$ cat src/rtl/inst_queue_pkg.sv
// -----------------------------------------------------------------------------
// inst_queue_pkg
//   Shared constants for the fetch->decode instruction queue.
//   - INST_WIDTH_DEF : default instruction word width
//   - DEPTH_DEF      : default queue depth (power of two, >= 2)
//   - RV32_LOW_BITS  : low two bits of every 32-bit RISC-V encoding
//   - is_rv32_enc()  : true when a word carries a 32-bit encoding
// -----------------------------------------------------------------------------
package inst_queue_pkg;

    localparam int          INST_WIDTH_DEF = 32;
    localparam int          DEPTH_DEF      = 4;
    localparam logic [1:0]  RV32_LOW_BITS  = 2'b11;

    function automatic logic is_rv32_enc(input logic [1:0] low_bits);
        return low_bits == RV32_LOW_BITS;
    endfunction

endpackage

$ cat src/rtl/inst_queue_if.sv
// -----------------------------------------------------------------------------
// inst_queue_if
//   Fetch-side and decode-side signals of the instruction queue.
//   Handshake: fetch pushes whenever uop_valid_in is high (it must itself stop
//   issuing when busy is high); decode takes the head entry on a rising edge
//   where consume and inst_valid are both high. consume with inst_valid low
//   is ignored.
//   Signals:
//     uop_valid_in  fetch -> queue   valid instruction this cycle
//     opcode_in     fetch -> queue   instruction word
//     busy          queue -> fetch   back-pressure (count >= DEPTH-1)
//     consume       decode -> queue  decode takes head entry
//     inst_valid    queue -> decode  head entry valid
//     inst_out      queue -> decode  head instruction word
//     inst_illegal  queue -> decode  head is not a 32-bit encoding
//   modport master : the fetch/decode side; modport slave : the queue.
// -----------------------------------------------------------------------------
interface inst_queue_if
    import inst_queue_pkg::*;
#(
    parameter int INST_WIDTH = INST_WIDTH_DEF
);
    logic                  uop_valid_in;
    logic [INST_WIDTH-1:0] opcode_in;
    logic                  busy;
    logic                  consume;
    logic                  inst_valid;
    logic [INST_WIDTH-1:0] inst_out;
    logic                  inst_illegal;

    modport master (
        output uop_valid_in, opcode_in, consume,
        input  busy, inst_valid, inst_out, inst_illegal
    );

    modport slave (
        input  uop_valid_in, opcode_in, consume,
        output busy, inst_valid, inst_out, inst_illegal
    );
endinterface

$ cat src/rtl/inst_queue.sv
// -----------------------------------------------------------------------------
// inst_queue
//   Circular FIFO between fetch and decode. Every valid uop from fetch is
//   stored; the oldest entry is presented to decode. Supports flush and
//   records dropped pushes in a sticky overflow flag.
//   Ports:
//     clk           rising-edge clock
//     reset         asynchronous active-high reset
//     q             inst_queue_if.slave (fetch push / decode pop handshake)
//     flush         discard all queued entries (highest priority)
//     count         number of occupied entries
//     overflow_err  sticky: a push arrived while full without a pop
// -----------------------------------------------------------------------------
module inst_queue
    import inst_queue_pkg::*;
#(
    parameter int DEPTH      = DEPTH_DEF,
    parameter int INST_WIDTH = INST_WIDTH_DEF
) (
    input  logic                       clk,
    input  logic                       reset,
    inst_queue_if.slave                q,
    input  logic                       flush,
    output logic [$clog2(DEPTH+1)-1:0] count,
    output logic                       overflow_err
);

    localparam int PW = $clog2(DEPTH);
    localparam int CW = $clog2(DEPTH + 1);
    localparam logic [CW-1:0] FULL_CNT = CW'(DEPTH);
    localparam logic [CW-1:0] BUSY_CNT = CW'(DEPTH - 1);

    logic [INST_WIDTH-1:0] mem [DEPTH];
    logic [PW-1:0]         wr_ptr;
    logic [PW-1:0]         rd_ptr;

    logic push;
    logic pop;
    logic full;
    logic do_write;

    assign full     = (count == FULL_CNT);
    assign push     = q.uop_valid_in;
    // Pop only when there is something to take; consume on empty is a no-op,
    // which also rules out any push->pop bypass on an empty queue.
    assign pop      = q.consume && (count != '0);
    // When full, a push is only accepted if the pop frees a slot this cycle.
    assign do_write = push && (!full || pop);

    always_ff @(posedge clk or posedge reset) begin
        if (reset) begin
            wr_ptr       <= '0;
            rd_ptr       <= '0;
            count        <= '0;
            overflow_err <= 1'b0;
            for (int i = 0; i < DEPTH; i++) begin
                mem[i] <= '0;
            end
        end else if (flush) begin
            wr_ptr <= '0;
            rd_ptr <= '0;
            count  <= '0;
        end else begin
            if (do_write) begin
                mem[wr_ptr] <= q.opcode_in;
                wr_ptr      <= wr_ptr + 1'b1;   // PW bits wrap modulo DEPTH
            end
            if (pop) begin
                rd_ptr <= rd_ptr + 1'b1;
            end
            if (do_write && !pop) begin
                count <= count + 1'b1;
            end else if (pop && !do_write) begin
                count <= count - 1'b1;
            end
            if (push && !do_write) begin
                overflow_err <= 1'b1;
            end
        end
    end

    assign q.inst_valid   = (count != '0);
    assign q.inst_out     = mem[rd_ptr];
    assign q.inst_illegal = q.inst_valid && !is_rv32_enc(mem[rd_ptr][1:0]);
    // One slot of slack for a uop already in flight inside fetch.
    assign q.busy         = (count >= BUSY_CNT);

endmodule

$ cat src/flat_wrapper.sv
// flat-port wrapper written by rule: the top's interface ports become plain ports
module inst_queue_flat import inst_queue_pkg::*;
#(
    parameter int DEPTH      = DEPTH_DEF,
    parameter int INST_WIDTH = INST_WIDTH_DEF
)
  (clk, reset, flush, count, overflow_err, q_uop_valid_in, q_opcode_in, q_consume, q_busy, q_inst_valid, q_inst_out, q_inst_illegal);
  inst_queue_if #(.INST_WIDTH(INST_WIDTH)) q_i ();
  input  logic clk;
  input  logic reset;
  input  logic flush;
  output logic [$clog2(DEPTH+1)-1:0] count;
  output logic overflow_err;
  input wire logic [$bits(q_i.uop_valid_in)-1:0] q_uop_valid_in;
  input wire logic [$bits(q_i.opcode_in)-1:0] q_opcode_in;
  input wire logic [$bits(q_i.consume)-1:0] q_consume;
  output wire logic [$bits(q_i.busy)-1:0] q_busy;
  output wire logic [$bits(q_i.inst_valid)-1:0] q_inst_valid;
  output wire logic [$bits(q_i.inst_out)-1:0] q_inst_out;
  output wire logic [$bits(q_i.inst_illegal)-1:0] q_inst_illegal;
  assign q_i.uop_valid_in = q_uop_valid_in;
  assign q_i.opcode_in = q_opcode_in;
  assign q_i.consume = q_consume;
  assign q_busy = q_i.busy;
  assign q_inst_valid = q_i.inst_valid;
  assign q_inst_out = q_i.inst_out;
  assign q_inst_illegal = q_i.inst_illegal;
  inst_queue #(.DEPTH(DEPTH), .INST_WIDTH(INST_WIDTH)) u_core (.clk(clk), .reset(reset), .q(q_i), .flush(flush), .count(count), .overflow_err(overflow_err));
endmodule
$ cat config.mk
export PLATFORM = sky130hd
export DESIGN_NAME = inst_queue_flat
export DESIGN_NICKNAME = d
export VERILOG_FILES = /design/src/rtl/inst_queue_pkg.sv /design/src/rtl/inst_queue_if.sv /design/src/rtl/inst_queue.sv /design/src/flat_wrapper.sv
export SDC_FILE = /design/constraint.sdc
export NUM_CORES = 1
export LEC_CHECK = 0
export ABC_AREA = 1
export BUFFER_PORTS_ARGS = -buffer_cell sky130_fd_sc_hd__buf_4
export CAP_MARGIN = 20
export CORE_MARGIN = 2
export CORE_UTILIZATION = 44
export CTS_CLUSTER_SIZE = 14
export DETAILED_ROUTE_END_ITERATION = 16
export GPL_TIMING_DRIVEN = 1
export HOLD_SLACK_MARGIN = 0.03
export MAX_ROUTING_LAYER = met4
export PLACE_DENSITY = 0.71
export SYNTH_ARGS = -nofsm -noshare
export SYNTH_HDL_FRONTEND = slang
export SYNTH_SLANG_ARGS = --single-unit
$ cat constraint.sdc
create_clock -name clk -period 10.4 [get_ports clk]
set_input_delay 1.56 -clock clk [delete_from_list [all_inputs] [get_ports clk]]
set_output_delay 1.56 -clock clk [all_outputs]
set_load 0.01 [all_outputs]
[Word-level counts from Yosys, hierarchy flattened]
Index checks and enable logic that the tools add are counted.
Cells by class
  $add $sub $neg: 4
  equality and inequality tests: 2
  reduce and logical (&&, ||, !) cells: 18
  magnitude comparators: 4
  multiplexer cells: 13
  bitwise operators: 3
Operator list (count)
  bitwise mux 128 bit: 1
  2-to-1 mux 32 bit: 3
  binary-select mux 32 bit (select 2 bit): 1
  demux 32 bit (select 2 bit): 1
  2-to-1 mux 3 bit: 3
  2-to-1 mux 2 bit: 4
  logical AND 1 bit: 7
  greater-or-equal comparator 3 bit, second input constant: 2
  NOT 2 -> 3 bit: 2
  nonzero test 3 bit: 2
  adder 2 x 1 -> 2 bit, second input constant: 2
  logical NOT 1 bit: 4
  AND reduction 2 bit: 2
  nonzero test 2 bit: 2
  adder 3 x 1 -> 3 bit, second input constant: 1
  equality test 3 bit, second input constant: 1
  greater-or-equal comparator 3 x 2 -> 1 bit, second input constant: 1
  less-than comparator 3 x 1 -> 1 bit, second input constant: 1
  subtractor 3 x 1 -> 3 bit, second input constant: 1
  equality test 2 bit, second input constant: 1
  logical OR 1 bit: 1
  NOT 1 bit: 1
Storage, ports and cells
  output and inout bits: 39
  logic and storage cells: 52
  bits of input ports: 37
  flip-flop bits (word level): 136

[Longest topological paths before layout]
  depth in word-level cells: 9
  gate-level depth with buffers: 10

[Worst setup path before layout]
Ideal clock, no wire load.
  path type: reg2out
  start: register u_core.rd_ptr[0]
  end: output port q_inst_out[10]
  slack: 7670 ps
  cell stages (with the launch flop): 6
  data arrival time: 1170 ps
  data required time: 8840 ps
  buffers on the path: 2
  cell sequence: dfrtp_1 > inv_1 > buf_2 > clkbuf_1 > nor2_1 > o22ai_1
On the way
  word-level cells in the longest chain between the ends: 4
RTL lines
  from (decl): line inst_queue.sv:35  | logic [PW-1:0] rd_ptr;
  from (signal assigned): line inst_queue.sv:69  | rd_ptr <= rd_ptr + 1'b1;
  NOT 2 -> 3 bit (implied by the code): line inst_queue.sv:83  | assign q.inst_out = mem[rd_ptr];
  binary-select mux 32 bit (select 2 bit): line inst_queue.sv:83
  2-to-1 mux 32 bit (implied by the code) (2 in series): line inst_queue.sv:83
  to (decl): line flat_wrapper.sv:19  | output wire logic [$bits(q_i.inst_out)-1:0] q_inst_out;
No other way between the ends. The select of a mux whose other input is x is not followed.

[Worst setup path after layout]
  start: register u_core.rd_ptr[0]
  end: output port q_inst_out[12]
Same word-level chain as after synthesis.

==> flow_summary.toml <==
[worst_setup_path]
path_class = "flop to primary output"
crit_path_max_fanout = 41
cp_slowest_stage_delay_ns = 0.51
start_kind = "flop"
reg2reg_depth = 9
required_ns = 8.84
crit_path_cell_trace = "inv_2 -> buf_12 -> o21ai_0 -> o22ai_1 -> buf_4"
critical_path.top_delay_family = "buffers and inverters"
crit_cells = 5
worstPathArrival_ns = 2.11
cp-end-kind = "primary output"
cp_num_buf_inv = 3
cp_slowest_cell = "dfrtp_2"

[route]
wl_um = 14210
dr.pass1.iters = 5
antenna_left = 0
wl_per_cell_um = 15.15
via_count = 4966
via_per_inst = 5.294
drtIter0Drc = 359
drc_errors = 0

[pwr]
ir_drop_uv = 161.0
cellPowerDensity_nw_per_um2 = 281.8
p_leak_nw = 3.599

[cts]
clock_sinks = 136
clk_pin_slew_ns = 0.06
cts_setup_buffers = 0
clk_latency_ns = 0.42
cts_buffer_depth = 2
holdBufCountCts = 0
post_cts_resized = 0
cts_tree = "done"
htreeDepth = 4
clockRootBuffer = "clkbuf_16"
cts_made_buffers = 17

[sta]
slew_viol_final = 0
clock.fmax_mhz = 272.2
finalSetupViolCount = 0
rsz0062_at_grt = "no"
worst_pin_slew_ns = 0.4934
fin_crit_sh = 0.3532
relSlewSlack = 0.6710
period_minus_slack_ns = 3.673
skew_ns = 0.008990
setup_tns_ns = 0
final-hold-violation-count = 0

[synth]
ys_seq_area_frac = 0.5399
synth_seq_cells = 136
ys_warn_count = 0
syn-cell-area_um2 = 6304
synth_cell_type_count = 25
syn_nets = 731
postSynthAreaPerCell_um2 = 9.149
syn_inst = 689

[floorplanning]
die_x_um = 123.7
die_area_um2 = 15300
core-area_um2 = 13930
io_pins = 76
start_util = 0.4524
die_h_um = 123.7
num_rows = 43

[final_layout]
fin_nets = 787
multi_input_area_um2 = 2372
most-common-layout-cells = "141 x nand2_1, 135 x dfrtp_1, 94 x o21ai_1"
fin_util = 0.5323
fillers = 1256
diodes = 0
synthToLayoutAreaGrowth_pct = 17.67
regArea_um2 = 3405
final_common_cell = "nand2_1"
drive_gt1_frac = 0.2190

[grt]
grt_first_pass_wirelength_um = 23360
grt_max_degree = 89
grt_pass1_vias = 4845
overflow = 0
grt_usage = 0.2052
antenna_found_initial = 0

[status]
outcome = "finished, final reports clean"

[place]
port_buffers = 75
dp_hpwl_um = 8210
place_congestion = 0.8011

[worst_hold_path]
min_path_type = "flop to flop"
hold_depth = 1

[job]
max_cap_violations = 0
## cell usage after synthesis
master	number	area, um2
a31o_2	1	8.760
dfrtp_1	136	3403
inv_8	1	11.26
a21oi_1	3	15.01
nand2_2	3	18.77
o21ai_0	69	345.3
buf_1	1	3.750
nor2_1	65	244.0
o21ai_2	35	306.5
buf_6	24	270.3
a21boi_0	1	7.510
fa_1	1	20.02
buf_2	2	10.01
nand3_1	5	25.02
nand2_1	141	529.3
nor2_4	3	33.78
nand2_4	1	11.26
ha_1	4	50.05
o21ai_1	94	470.5
inv_1	43	161.4
nand4_1	1	6.260
o22ai_1	32	200.2
inv_2	2	7.510
nand2_8	4	80.08
clkbuf_1	17	63.81
## cell families (layout without fill, tap and decap cells)
kind of cell	count (synthesis)	count (layout)	synth area share
buf+inv	90	159	0.08376
fa+ha+maj	5	5	0.01112
flops	136	136	0.5399
simple gates	223	223	0.1505
compound gates	235	235	0.2148
## area by class of cell
class                           count  area share
Sequential cell                   136      0.4590
Multi-Input combinational cell    463      0.3198
Timing Repair Buffer               81     0.09076
Clock buffer                       19     0.06107
Tap cell                          180     0.03036
Inverter                           46     0.02497
Clock inverter                     13     0.01400
## where the power goes
group	leakage [nW]	switching, mW	internal [mW]
logic	1.58	0.386	0.310
registers	1.75	0.109	0.728
clock network	0.270	0.219	0.338
total	3.60	0.714	1.38
## final timing paths
path / end / slack [ns] / from
setup / recovery: q_inst_out[12] / 6.73 / u_core.rd_ptr[0]
hold / removal: u_core.overflow_err / 0.47 / u_core.overflow_err
setup reg to reg: u_core.count[1] / 8.66 / u_core.count[0]
hold reg to reg: u_core.overflow_err / 0.47 / u_core.overflow_err
max in group asynchronous: u_core.mem[73] / 8.16 / reset
min in group asynchronous: u_core.mem[23] / 1.17 / reset
## sequential cells by signal (all words and copies together), names as in the netlist
name	count
u_core.mem	128
u_core.overflow_err	1
u_core.wr_ptr	2
u_core.rd_ptr	2
u_core.count	3
## worst reg2reg max path, cell delays in order, from the launching register on
cell     delay (ns)
dfrtp_1        0.41
nor2_4         0.15
nand2_2        0.09
nand2_2        0.09
nand3_1        0.15
inv_1          0.11
fa_1           0.41
nor2_1         0.10
nand2_1        0.05
o21ai_0        0.08
## metal layers
layer	vias to the layer above	wire length, um	track usage
met5	-	0	-
met4	0	288	0.09801
met3	23	778	0.04121
met2	144	6935	0.3225
met1	2388	6211	0.2557
li1	2411	-	-
## metrics by stage
stage               instance area [um2]  hold WS [ns]  std cells  setup slack, ns  total power, mW
floorplan                          6304        0.4496        689            5.201            1.274
global placement                   6765        0.4579        902            6.180            1.495
detailed placement                 6765        0.4615        902            6.143            1.529
CTS                                7322        0.4746        934            5.686            2.094
global route                       7417        0.4866        938            6.636            2.234
finish                             7417        0.4681        938            6.727            2.090
(Power assumes the default switching activity.)
